<file path="src/rtl/pc_fetch_unit_if.sv">
// Instruction-memory fetch channel: one request/response pair between the
// fetch unit (master) and the instruction memory (slave).
interface pc_fetch_unit_if;
  logic        imem_req_valid;
  logic        imem_req_ready;
  logic [31:0] imem_addr;
  logic        imem_rsp_valid;
  logic [31:0] imem_rsp_data;

  modport master (
    output imem_req_valid,
    output imem_addr,
    input  imem_req_ready,
    input  imem_rsp_valid,
    input  imem_rsp_data
  );

  modport slave (
    input  imem_req_valid,
    input  imem_addr,
    output imem_req_ready,
    output imem_rsp_valid,
    output imem_rsp_data
  );
endinterface

</file>
<file path="src/rtl/pc_fetch_unit.sv">
// PC register and single-outstanding instruction fetch sequencer with
// branch redirect, misaligned-target trap and flush-with-kill handling.
module pc_fetch_unit #(
  parameter logic [31:0] RESET_PC  = 32'h0000_0000,
  parameter logic [31:0] NOP_INSTR = 32'h0000_0013
) (
  input  logic                   clk,
  input  logic                   rst_n,
  input  logic [31:0]            pc_plus4_i,
  input  logic [31:0]            br_target_i,
  input  logic                   br_take_i,
  input  logic                   stall_i,
  input  logic                   flush_i,
  input  logic [31:0]            flush_pc_i,
  pc_fetch_unit_if.master        imem,
  output logic [31:0]            pc_o,
  output logic                   instr_valid,
  output logic [31:0]            instr,
  output logic                   misalign_o
);

  localparam logic [2:0] S_IDLE = 3'd0;
  localparam logic [2:0] S_REQ  = 3'd1;
  localparam logic [2:0] S_WAIT = 3'd2;
  localparam logic [2:0] S_EXEC = 3'd3;
  localparam logic [2:0] S_TRAP = 3'd4;

  logic [2:0]  state_q, state_d;
  logic [31:0] pc_q, pc_d;
  logic        kill_q, kill_d;
  logic        instr_valid_q, instr_valid_d;
  logic [31:0] instr_q, instr_d;
  logic        misalign_q, misalign_d;

  logic [31:0] flush_pc_aligned;
  assign flush_pc_aligned = flush_pc_i & ~32'h0000_0003;

  // NOTE: every signal written here gets a default first so no latch is inferred.
  always_comb begin
    state_d       = state_q;
    pc_d          = pc_q;
    kill_d        = kill_q;
    instr_valid_d = instr_valid_q;
    instr_d       = instr_q;
    misalign_d    = 1'b0;

    // Flush wins over everything except the post-reset IDLE cycle.
    if (flush_i && state_q != S_IDLE) begin
      pc_d          = flush_pc_aligned;
      instr_valid_d = 1'b0;
      instr_d       = NOP_INSTR;
    end

    case (state_q)
      S_IDLE: state_d = S_REQ;

      S_REQ: begin
        if (imem.imem_req_ready) begin
          state_d = S_WAIT;
          if (flush_i) kill_d = 1'b1;
        end
      end

      S_WAIT: begin
        if (flush_i) begin
          if (imem.imem_rsp_valid) begin
            kill_d  = 1'b0;
            state_d = S_REQ;
          end else begin
            kill_d  = 1'b1;
          end
        end else if (imem.imem_rsp_valid) begin
          if (kill_q) begin
            kill_d  = 1'b0;
            state_d = S_REQ;
          end else begin
            instr_d       = imem.imem_rsp_data;
            instr_valid_d = 1'b1;
            state_d       = S_EXEC;
          end
        end
      end

      S_EXEC: begin
        if (flush_i) begin
          state_d = S_REQ;
        end else if (!stall_i) begin
          instr_valid_d = 1'b0;
          instr_d       = NOP_INSTR;
          if (!br_take_i) begin
            pc_d    = pc_plus4_i;
            state_d = S_REQ;
          end else if (br_target_i[1:0] == 2'b00) begin
            pc_d    = br_target_i;
            state_d = S_REQ;
          end else begin
            misalign_d = 1'b1;
            state_d    = S_TRAP;
          end
        end
      end

      S_TRAP: if (flush_i) state_d = S_REQ;

      default: state_d = S_IDLE;
    endcase
  end

  // NOTE: sequential state is updated only with non-blocking assignments.
  always_ff @(posedge clk) begin
    if (!rst_n) begin
      state_q       <= S_IDLE;
      pc_q          <= RESET_PC;
      kill_q        <= 1'b0;
      instr_valid_q <= 1'b0;
      instr_q       <= NOP_INSTR;
      misalign_q    <= 1'b0;
    end else begin
      state_q       <= state_d;
      pc_q          <= pc_d;
      kill_q        <= kill_d;
      instr_valid_q <= instr_valid_d;
      instr_q       <= instr_d;
      misalign_q    <= misalign_d;
    end
  end

  assign imem.imem_req_valid = (state_q == S_REQ);
  assign imem.imem_addr      = pc_q;
  assign pc_o                = pc_q;
  assign instr_valid         = instr_valid_q;
  assign instr               = instr_q;
  assign misalign_o          = misalign_q;

endmodule

</file>
<file path="src/flat_wrapper.sv">
// flat-port wrapper written by rule: the top's interface ports become plain ports
module pc_fetch_unit_flat 
#(
  parameter logic [31:0] RESET_PC  = 32'h0000_0000,
  parameter logic [31:0] NOP_INSTR = 32'h0000_0013
)
  (clk, rst_n, pc_plus4_i, br_target_i, br_take_i, stall_i, flush_i, flush_pc_i, pc_o, instr_valid, instr, misalign_o, imem_imem_req_valid, imem_imem_addr, imem_imem_req_ready, imem_imem_rsp_valid, imem_imem_rsp_data);
  pc_fetch_unit_if imem_i ();
  input  logic clk;
  input  logic rst_n;
  input  logic [31:0] pc_plus4_i;
  input  logic [31:0] br_target_i;
  input  logic br_take_i;
  input  logic stall_i;
  input  logic flush_i;
  input  logic [31:0] flush_pc_i;
  output logic [31:0] pc_o;
  output logic instr_valid;
  output logic [31:0] instr;
  output logic misalign_o;
  output wire logic [$bits(imem_i.imem_req_valid)-1:0] imem_imem_req_valid;
  output wire logic [$bits(imem_i.imem_addr)-1:0] imem_imem_addr;
  input wire logic [$bits(imem_i.imem_req_ready)-1:0] imem_imem_req_ready;
  input wire logic [$bits(imem_i.imem_rsp_valid)-1:0] imem_imem_rsp_valid;
  input wire logic [$bits(imem_i.imem_rsp_data)-1:0] imem_imem_rsp_data;
  assign imem_imem_req_valid = imem_i.imem_req_valid;
  assign imem_imem_addr = imem_i.imem_addr;
  assign imem_i.imem_req_ready = imem_imem_req_ready;
  assign imem_i.imem_rsp_valid = imem_imem_rsp_valid;
  assign imem_i.imem_rsp_data = imem_imem_rsp_data;
  pc_fetch_unit #(.RESET_PC(RESET_PC), .NOP_INSTR(NOP_INSTR)) u_core (.clk(clk), .rst_n(rst_n), .pc_plus4_i(pc_plus4_i), .br_target_i(br_target_i), .br_take_i(br_take_i), .stall_i(stall_i), .flush_i(flush_i), .flush_pc_i(flush_pc_i), .imem(imem_i), .pc_o(pc_o), .instr_valid(instr_valid), .instr(instr), .misalign_o(misalign_o));
endmodule
</file>
<file path="config.mk">
export PLATFORM = sky130hd
export DESIGN_NAME = pc_fetch_unit_flat
export DESIGN_NICKNAME = d
export VERILOG_FILES = /design/src/rtl/pc_fetch_unit_if.sv /design/src/rtl/pc_fetch_unit.sv /design/src/flat_wrapper.sv
export SDC_FILE = /design/constraint.sdc
export NUM_CORES = 1
export LEC_CHECK = 0
export ABC_AREA = 0
export BUFFER_PORTS_ARGS = -buffer_cell sky130_fd_sc_hd__buf_2
export CORE_AREA = 2 2 90 92
export CTS_CLUSTER_DIAMETER = 80
export CTS_CLUSTER_SIZE = 40
export DETAILED_ROUTE_END_ITERATION = 8
export DIE_AREA = 0 0 92 94
export GPL_TIMING_DRIVEN = 1
export PLACE_DENSITY = 0.83
export RECOVER_POWER = 100
export SYNTH_ARGS = -nofsm -noshare
export SYNTH_HDL_FRONTEND = slang
export SYNTH_SLANG_ARGS = --single-unit
</file>
<file path="constraint.sdc">
create_clock -name clk -period 4 [get_ports clk]
set_input_delay 0.8 -clock clk [delete_from_list [all_inputs] [get_ports clk]]
set_output_delay 0.8 -clock clk [all_outputs]
set_load 0.01 [all_outputs]
</file>
==> summary.md, run 1 <==
| Metric | Value |
|---|---|
| Filler instances | `744` |
| Failing checks | `max-capacitance violations, max-slew violations` |
| Synth warn | `0` |
| Pin count of the biggest net entering global routing | `37` |
| Number of global-route vias before repair | `3140` |
| CTS clock-pin slew for the worst setup and hold paths | `0.08 ns` |
| Slowest-stage cell, CP | `o31ai_2` |
| N_diodes | `0` |
| Core ar. | `7610 µm²` |
| Die height | `94 µm` |
| Minimum clock period | `2.89 ns` |
| Arrival @ worst endpoint | `3.06 ns` |
| Fin util | `56.1%` |
| Post-CTS Resized | `0` |
| Tot Pwr | `1.68 mW` |
| Required time worst endpoint | `4.17 ns` |
| Number of I/O pins | `234` |
| CP Launch Type | `flip-flop` |
| Hold WC Path Type | `flip-flop to flip-flop` |
| Final setup TNS | `0 ns` |
| Crit path max-delay family | `compound AO/OA/AOI/OAI gates` |
| Final nets | `659` |
| Clock Root Buffer | `clkbuf_8` |
| GRT overflow | `0` |
| Count of final setup violators | `0` |
| Slew @ Worst Pin | `1.73 ns` |
| Setup crit end kind | `flip-flop` |
| Die area | `8650 µm²` |
| CP Class | `flip-flop to flip-flop` |
| Max cap viols | `1` |
| Via count | `3308` |
| Post-DP HPWL | `7350 µm` |
| Clock skew | `0.0109 ns` |
| Flop2flop setup slack | `1.11 ns` |
| Fmax | `346 MHz` |
| FP Rows | `32` |
| Port Buf Inserts | `231` |
| Leak pwr | `1.87 nW` |
| Starting DRT DRC Count | `110` |
| Area grow syn2layout | `30.7%` |
| Setup bufs post-CTS | `0` |
| Hold Buf Count CTS | `0` |
| First-pass GRT wire length | `14700 µm` |
| CP peak stage delay | `1.42 ns` |
| Final WL | `9650 µm` |
| Slew margin rel. | `-16.2%` |
| Most frequent cells in the layout | `buf_2 (132), clkbuf_1 (99), dfxtp_1 (70)` |
| Clk sinks | `70` |
| Worst Path Buf+Inv | `1` |
| Storage cell area | `1400 µm²` |
| Initial antenna violation count | `0` |
| Endpoints failing hold | `0` |
| CTS H-tree depth | `3` |
| Pins Over Slew Limit | `17` |
| Status | `complete, but fails checks` |
| Area of the mapped netlist | `3270 µm²` |
| Initial Util | `42.9%` |
| First-pass DRT Iterations | `4` |
| WHS | `0.481 ns` |
| Leading cell type in the layout, fill and taps excluded | `buf_2` |
| Multi-input logic area | `1490 µm²` |
| WL/cell | `15.3 µm` |
| CTS tree | `built` |
| Pwr dens | `393 nW/µm²` |
| Die X | `92 µm` |
| Synthesis-stage register bit count | `70` |
| Syn Nets | `475` |
| CTS Buf Count | `9` |
| Drt via density | `5.24` |
| Routed Antenna Nets | `0` |
| Top routing layer used | `met4` |
| WL met3 | `936 µm` |
| Total track usage | `21.1%` |
| GPL Wtd Cong | `0.872` |
| Placed cell count | `615` |
| VDD IR max | `0.222 mV` |
| Met2 WL post-DR | `4740 µm` |
| CTS max path bufs | `2` |
| Syn Area/Cell | `9.60 µm²` |
| Crit-path max FO | `19` |
| Seq/Total Area, Yosys | `42.9%` |
| CP cell instances | `o31ai_2 > buf_4 > mux2i_1 > o22ai_1` |
| Synth Instances | `340` |
| Share of layout cells above drive strength 1 | `29.5%` |
| Worst-Skew Late Latency | `0.33 ns` |
| Met1 Wirelength | `3850 µm` |
| Finished Layout Cells | `631` |
| Distinct cell type count after synthesis | `34` |
| DR DRC count | `0` |
| RSZ-0062 raised after global routing | `no` |
| Period utilization | `72.3%` |
## stage by stage
step / worst slack (ns) / cell area [µm²]
2_1_floorplan: 1.76 / 3270
3_3_place_gp: 1.37 / 4220
3_5_place_dp: 1.32 / 4220
4_1_cts: 1.61 / 4410
5_1_grt: 0.892 / 4270
6_report: 1.11 / 4270
## registers in the layout, indices dropped and copies added, names as in the netlist
name / flops
u_core.imem.imem_addr: 32
u_core.instr: 32
u_core.state_q: 3
u_core.instr_valid: 1
u_core.kill_q: 1
u_core.misalign_o: 1
## layer usage
layer,GRT usage [%],up-vias
li1,-,1597
met1,24.4,1538
met2,36.5,163
met3,7.78,10
met4,6.22,0
met5,0,-
## cell usage after synthesis (all sizes together)
library cell,count,share of area [%]
a211oi,1,0.23
a21oi,34,5.2
a22o,1,0.27
a31oi,1,0.19
a32o,29,8.9
a32oi,2,0.54
a41o,1,0.31
and3b,1,0.27
buf,43,9.3
clkbuf,18,2.1
dfxtp,70,43
inv,3,0.34
mux2i,30,9.2
nand2,8,0.92
nand2b,4,0.77
nand4bb,1,0.34
nor2,8,1.1
nor2b,31,5.9
nor3,2,0.31
nor3b,5,1.1
o211ai,1,0.23
o21a,1,0.23
o21ai,4,0.61
o21bai,1,0.23
o22a,1,0.27
o22ai,34,6.5
o311ai,1,0.27
o31ai,1,0.38
or2,1,0.27
or3b,1,0.27
or4b,1,0.42
## power by group
| part | switching [mW] | internal [mW] |
|---|---|---|
| Combinational | 0.202 | 0.169 |
| Clock | 0.262 | 0.258 |
| Sequential | 0.0449 | 0.741 |
## worst register-to-register path: cells and delay by family (launching register included)
kind                   cells  cell delay (ns)
flip-flops                 1             0.45
AO/OA/AOI/OAI              2             1.52
buffers and inverters      1             0.52
multiplexers               1             0.24
## worst paths after layout
kind	from	end	depth (start not counted)
hold / removal	u_core.instr_valid	u_core.instr_valid	2
setup reg to reg	u_core.state_q[0]	u_core.imem.imem_addr[14]	4
setup / recovery	u_core.state_q[0]	u_core.imem.imem_addr[14]	4
hold reg to reg	u_core.instr_valid	u_core.instr_valid	2
## layout make-up
class                           count  share of cell area, %
Timing Repair Buffer              234                   24.7
Clock buffer                       11                   3.55
Inverter                            3                  0.264
Clock inverter                      5                  0.792
Tap cell                          102                   2.99
Multi-Input combinational cell    206                   34.8
Sequential cell                    70                   32.8
## kinds of logic (layout without fill, tap and decap cells)
family	after synthesis	in the layout	synth area share [%]
flip-flops	70	70	42.9
AND/OR/NAND/NOR	63	63	11.8
multiplexers	30	30	9.20
buffers and inverters	64	253	11.7
AO/OA/AOI/OAI	113	113	24.4
No activity file was read; power rests on OpenSTA's default activity.
==> run 2: changes to the inputs <==
Settings changed: ABC_AREA 0 to 1, CORE_AREA 2 2 90 92 to not set, CORE_UTILIZATION set to 44, DIE_AREA 0 0 92 94 to not set, PLACE_DENSITY 0.83 to 0.81.
Clock period 4 ns to 3 ns, I/O delays scaled along.
==> run 2 against run 1 <==
Net effect: the flow now finishes without violations; non-clock buffer count rose by 2; wire length rose by 18%; first-iteration DRC count up 96%; clock-buffer cell count shrank 2; final cell count up 43%; final area is 14% higher; utilization is 2.0 points higher; area after synthesis up 18%; critical path type unchanged; largest power group is now combinational logic.
==> summary.md, run 2 <==
| Metric | Value |
|---|---|
| Ys async rst share | `0%` |
| Total track usage | `23.8%` |
| RSZ-0062 raised after global routing | `no` |
| Count of final setup violators | `0` |
| Pins Over Slew Limit | `0` |
| Post-synth EDFFs | `0` |
| CP cell instances | `inv_2 > nand2_1 > nor2_2 > nand2_2 > nor2_2 > inv_1 > o21ai_0 > nand2_1` |
| Die height | `95.6 µm` |
| Via count | `4400` |
| Initial Util | `46.2%` |
| Synth top cells by count | `nand2_1 (205), dfxtp_1 (70), inv_1 (68)` |
| Syn Nets | `749` |
| First-pass GRT wire length | `17000 µm` |
| CTS clock-pin slew for the worst setup and hold paths | `0.08 ns` |
| CP Class | `flip-flop to flip-flop` |
| WL/cell | `12.6 µm` |
| GPL Wtd Cong | `0.877` |
| Slew @ Worst Pin | `1.28 ns` |
| CP Launch Type | `flip-flop` |
| CP peak stage delay | `0.91 ns` |
| Final WL | `11400 µm` |
| Distinct cell type count after synthesis | `20` |
| Hold WC Path Type | `input port to flip-flop` |
| CTS tree | `built` |
| Starting DRT DRC Count | `216` |
| Period utilization | `76.3%` |
| Final worst setup slack | `0.711 ns` |
| Post-CTS Resized | `0` |
| Post-DP HPWL | `8240 µm` |
| Die X | `95.6 µm` |
| Setup crit end kind | `flip-flop` |
| Leading cell type in the layout, fill and taps excluded | `nand2_1` |
| Area grow syn2layout | `25.7%` |
| Syn Area/Cell | `6.28 µm²` |
| Clock skew | `0.00549 ns` |
| Fmax | `437 MHz` |
| Pin count of the biggest net entering global routing | `63` |
| Routed Antenna Nets | `0` |
| Share of layout cells above drive strength 1 | `20.2%` |
| Endpoints failing hold | `0` |
| Slowest-stage cell, CP | `nor2_2` |
| Yosys top cell area share | `36.4%` |
| Required time worst endpoint | `3.23 ns` |
| Worst-Skew Late Latency | `0.34 ns` |
| Synthesis-stage register bit count | `70` |
| Most frequent cells in the layout | `nand2_1 (206), buf_2 (132), clkbuf_1 (99)` |
| Drt via density | `4.88` |
| Cell taking the most area after synthesis | `dfxtp_1` |
| Hold Buf Count CTS | `0` |
| Final setup TNS | `0 ns` |
| Worst Path Buf+Inv | `2` |
| Place WS | `0.767 ns` |
| Initial antenna violation count | `1` |
| Slew margin rel. | `14.5%` |
| CTS Buf Count | `9` |
| Leak pwr | `2.30 nW` |
| Flop2flop setup slack | `0.71 ns` |
| Crit path max-delay family | `simple AND/OR/NAND/NOR gates` |
| Crit-path max FO | `33` |
| Clock Root Buffer | `clkbuf_8` |
| VDD IR max | `0.608 mV` |
| Max cap viols | `0` |
| Clk sinks | `70` |
| Synth warn | `0` |
| Number of I/O pins | `234` |
| GRT overflow | `0` |
| First-pass DRT Iterations | `4` |
| FP Rows | `33` |
| Port Buf Inserts | `231` |
| Status | `completed` |
| Area of the mapped netlist | `3850 µm²` |
| Minimum clock period | `2.29 ns` |
| Die area | `9140 µm²` |
| Number of global-route vias before repair | `3764` |
| Final nets | `926` |
| Seq/Total Area, Yosys | `36.4%` |
| CTS H-tree depth | `3` |
| Core ar. | `8340 µm²` |
| DR DRC count | `0` |
| Top FF cell, synth | `dfxtp_1` |
| Largest cells by area after synthesis | `dfxtp_1 (36%), nand2_1 (20%), a21oi_1 (8.6%), nand3_1 (8.6%), buf_4 (7.0%)` |
| Most common cell in the netlist | `nand2_1` |
| Arrival @ worst endpoint | `2.52 ns` |
| WHS | `0.465 ns` |
| Pwr dens | `728 nW/µm²` |
| CTS max path bufs | `2` |
| Synth Instances | `614` |
| Tot Pwr | `3.53 mW` |
| Setup bufs post-CTS | `0` |
## run 2: changes by cell type in the layout (fill, tap and decap cells not counted), moves of 31 or more
| cell | previous run | this run |
|---|---|---|
| nand2_1 | 8 | 206 |
| o22ai_1 | 33 | 0 |
| inv_1 | 3 | 69 |
| nor2b_1 | 31 | 0 |
| o21ai_0 | 4 | 39 |
| a21oi_1 | 34 | 66 |
| nand3_1 | 0 | 66 |
## run 2: routing by layer
layer	GRT usage, %	vias up	share of wire [%]
li1	-	2238	-
met1	27.9	1960	40
met2	42.8	190	51
met3	5.50	12	7.6
met4	6.84	0	1.1
met5	0	-	0
## run 2: kinds of logic (layout without fill, tap and decap cells)
group	count (synthesis)	after routing	synth area share (%)
AOI/OAI and AO/OA	106	106	13.8
buffers and inverters	144	326	18.3
DFF	70	70	36.4
other	0	1	0
and+or+nand+nor	294	294	31.5
## run 2: stage by stage
stage	cell area, µm²	std cells	util (%)
6_report	4850	902	58.1
5_1_grt	4850	902	58.1
4_1_cts	4980	901	59.7
3_5_place_dp	4750	885	57.0
3_3_place_gp	4750	885	57.0
2_1_floorplan	3850	614	-
## run 2: worst paths after layout
path	from	endpoint	depth (start not counted)
worst max-delay path	u_core.state_q[2]	u_core.instr[1]	8
worst min register to register	u_core.instr_valid	u_core.instr_valid	2
worst max register to register	u_core.state_q[2]	u_core.instr[1]	8
worst min-delay path	imem_imem_rsp_data[0]	u_core.instr[0]	3
## run 2: worst reg2reg max path, stage by stage (launching register included)
cell and delay (ns):
dfxtp_1 0.37, inv_2 0.08, nand2_1 0.07, nor2_2 0.18, nand2_2 0.10, nor2_2 0.91
inv_1 0.24, o21ai_0 0.16, nand2_1 0.08
## run 2: cell type report
class / count / area (µm²)
diodes: 1 / 2.50
multi-input cells: 400 / 1740
clock inverters: 7 / 105
fillers: 879 / 3490
well taps: 105 / 131
flip-flops and latches: 70 / 1400
clock buffers: 9 / 124
inverters: 74 / 278
repair buffers: 236 / 1060
## run 2: power by group
part	switching (mW)	internal (mW)
logic	0.931	0.489
clock network	0.381	0.481
registers	0.141	1.11
==> run 3: changes to the inputs <==
Settings changed: CORE_UTILIZATION 44 to 39, PLACE_DENSITY 0.81 to 0.76.
Clock period 3 ns to 1.95 ns, I/O delays scaled along.
==> run 3 against run 2 <==
Net effect: final cell count is 3.8% higher; sequential share of layout area fell by 0.59 points; non-clock buffer count up 11; largest cell class unchanged.
==> summary.md, run 3 (synthesis results as in run 2) <==
| Metric | Value |
|---|---|
| Required time worst endpoint | `1.56 ns` |
| Worst R2R Start | `u_core.state_q[2]` |
| Filler instances | `1059` |
| WL/cell | `12.4 µm` |
| Die area | `10300 µm²` |
| Share of layout cells above drive strength 1 | `21.1%` |
| Post-CTS Resized | `0` |
| Clk sinks | `70` |
| Slowest-stage cell, CP | `dfxtp_1` |
| Die height | `101 µm` |
| DR DRC count | `0` |
| Fmax | `579 MHz` |
| GPL Wtd Cong | `0.877` |
| Hold Buf Count CTS | `0` |
| Die X | `101 µm` |
| Drt via density | `4.65` |
| Setup bufs post-CTS | `0` |
| CP Launch Type | `flip-flop` |
| Status | `completed` |
| CP Class | `flip-flop to output port` |
| Flop2flop setup slack | `0.31 ns` |
| Setup crit end kind | `output port` |
| Period utilization | `88.5%` |
| Slew @ Worst Pin | `0.561 ns` |
| Clock Root Buffer | `clkbuf_8` |
| Port Buf Inserts | `231` |
| Crit path max-delay family | `flip-flops` |
| Hold endpoint | `u_core.instr[0]` |
| Pwr dens | `1080 nW/µm²` |
| Placed cell count | `920` |
| Number of I/O pins | `234` |
| First-pass GRT wire length | `17800 µm` |
| Leading cell type in the layout, fill and taps excluded | `nand2_1` |
| Worst Path Buf+Inv | `3` |
| Max cap viols | `0` |
| Arrival @ worst endpoint | `1.34 ns` |
| CTS H-tree depth | `3` |
| CTS max path bufs | `2` |
| Final WL | `11600 µm` |
| Initial antenna violation count | `0` |
| WHS Path Cells | `3` |
| Worst hold start | `imem_imem_rsp_data[0]` |
| Pin count of the biggest net entering global routing | `41` |
| Core ar. | `9420 µm²` |
| Initial Util | `40.9%` |
| Cell mode on critical path | `inv_1` |
| GRT overflow | `0` |
| VDD IR max | `0.701 mV` |
| Count of final setup violators | `0` |
| CP peak stage delay | `0.44 ns` |
| Post-DP HPWL | `8410 µm` |
| Hold WC Path Type | `input port to flip-flop` |
| Clock skew | `0.0137 ns` |
| Slew margin rel. | `62.6%` |
| First-pass DRT Iterations | `5` |
| R2R cell count | `8` |
| Most frequent cells in the layout | `nand2_1 (206), buf_2 (132), clkbuf_1 (99)` |
| FP Rows | `35` |
| N_diodes | `0` |
| Final nets | `937` |
| Area grow syn2layout | `28.3%` |
| Crit-path max FO | `6` |
| Total track usage | `21.9%` |
| RSZ-0062 raised after global routing | `no` |
| Leak pwr | `2.34 nW` |
| Finished Layout Cells | `936` |
| CTS Buf Count | `9` |
| Worst-Skew Late Latency | `0.34 ns` |
| Via count | `4353` |
| CTS clock-pin slew for the worst setup and hold paths | `0.09 ns` |
| Starting DRT DRC Count | `202` |
| Final setup TNS | `0 ns` |
| CTS tree | `built` |
| Pins Over Slew Limit | `0` |
| CP cell instances | `inv_1 > nor2_1 > nand2_1 > inv_1 > clkbuf_1` |
| Number of global-route vias before repair | `3828` |
| Minimum clock period | `1.73 ns` |
| Endpoints failing hold | `0` |
| R2R Path End | `u_core.instr[5]` |
| Routed Antenna Nets | `0` |
-- run 3: layout make-up --
cell class	instances	area (µm²)	area share [%]
Clock buffer	9	124	2.50
Clock inverter	7	80.1	1.62
Inverter	74	278	5.62
Multi-Input combinational cell	400	1740	35.3
Sequential cell	70	1400	28.3
Tap cell	129	161	3.26
Timing Repair Buffer	247	1160	23.4
-- run 3: worst register-to-register path: stages (launching register included) --
cell and delay, ns:
dfxtp_1 0.37, inv_1 0.09, nand2_1 0.08, nor2_2 0.14
nand2_1 0.06, nand2_1 0.06, clkbuf_2 0.45, nand3_1 0.16
a21oi_1 0.16
-- run 3: worst max path at each step --
stage | cells after the start | from | end
2_1_floorplan | 6 | br_take_i | u_core.imem.imem_addr[10]
3_3_place_gp | 7 | br_target_i[0] | u_core.imem.imem_addr[31]
3_5_place_dp | 6 | br_take_i | u_core.imem.imem_addr[17]
4_1_cts | 5 | u_core.state_q[0] | imem_imem_req_valid
5_1_grt | 8 | u_core.state_q[2] | u_core.instr[18]
6_report | 5 | u_core.state_q[0] | imem_imem_req_valid
-- run 3: metrics by stage --
stage               area [µm²]  hold WS (ns)  utilization [%]  worst slack (ns)  total power, mW
detailed placement        4880         0.454             51.8             0.354             4.27
global route              4950         0.235             52.5             0.142             5.78
CTS                       5080         0.233             54.0             0.278             5.51
finish                    4950         0.249             52.5             0.224             5.34
global placement          4880         0.454             51.8             0.390             4.25
floorplan                 3850         0.452                -             0.694             3.70
-- run 3: metal layers --
| layer | wire (µm) | vias up | global-route usage [%] |
|---|---|---|---|
| li1 | - | 2270 | - |
| met1 | 5040 | 1910 | 25.8 |
| met2 | 5730 | 157 | 39.3 |
| met3 | 654 | 16 | 5.45 |
| met4 | 204 | 0 | 6.13 |
| met5 | 0 | - | 0 |
-- run 3: power breakdown --
group | leakage [nW] | total [mW] | switching [mW] | internal, mW
logic | 1.67 | 2.21 | 1.42 | 0.798
clock network | 0.0968 | 1.22 | 0.609 | 0.606
registers | 0.571 | 1.91 | 0.212 | 1.70
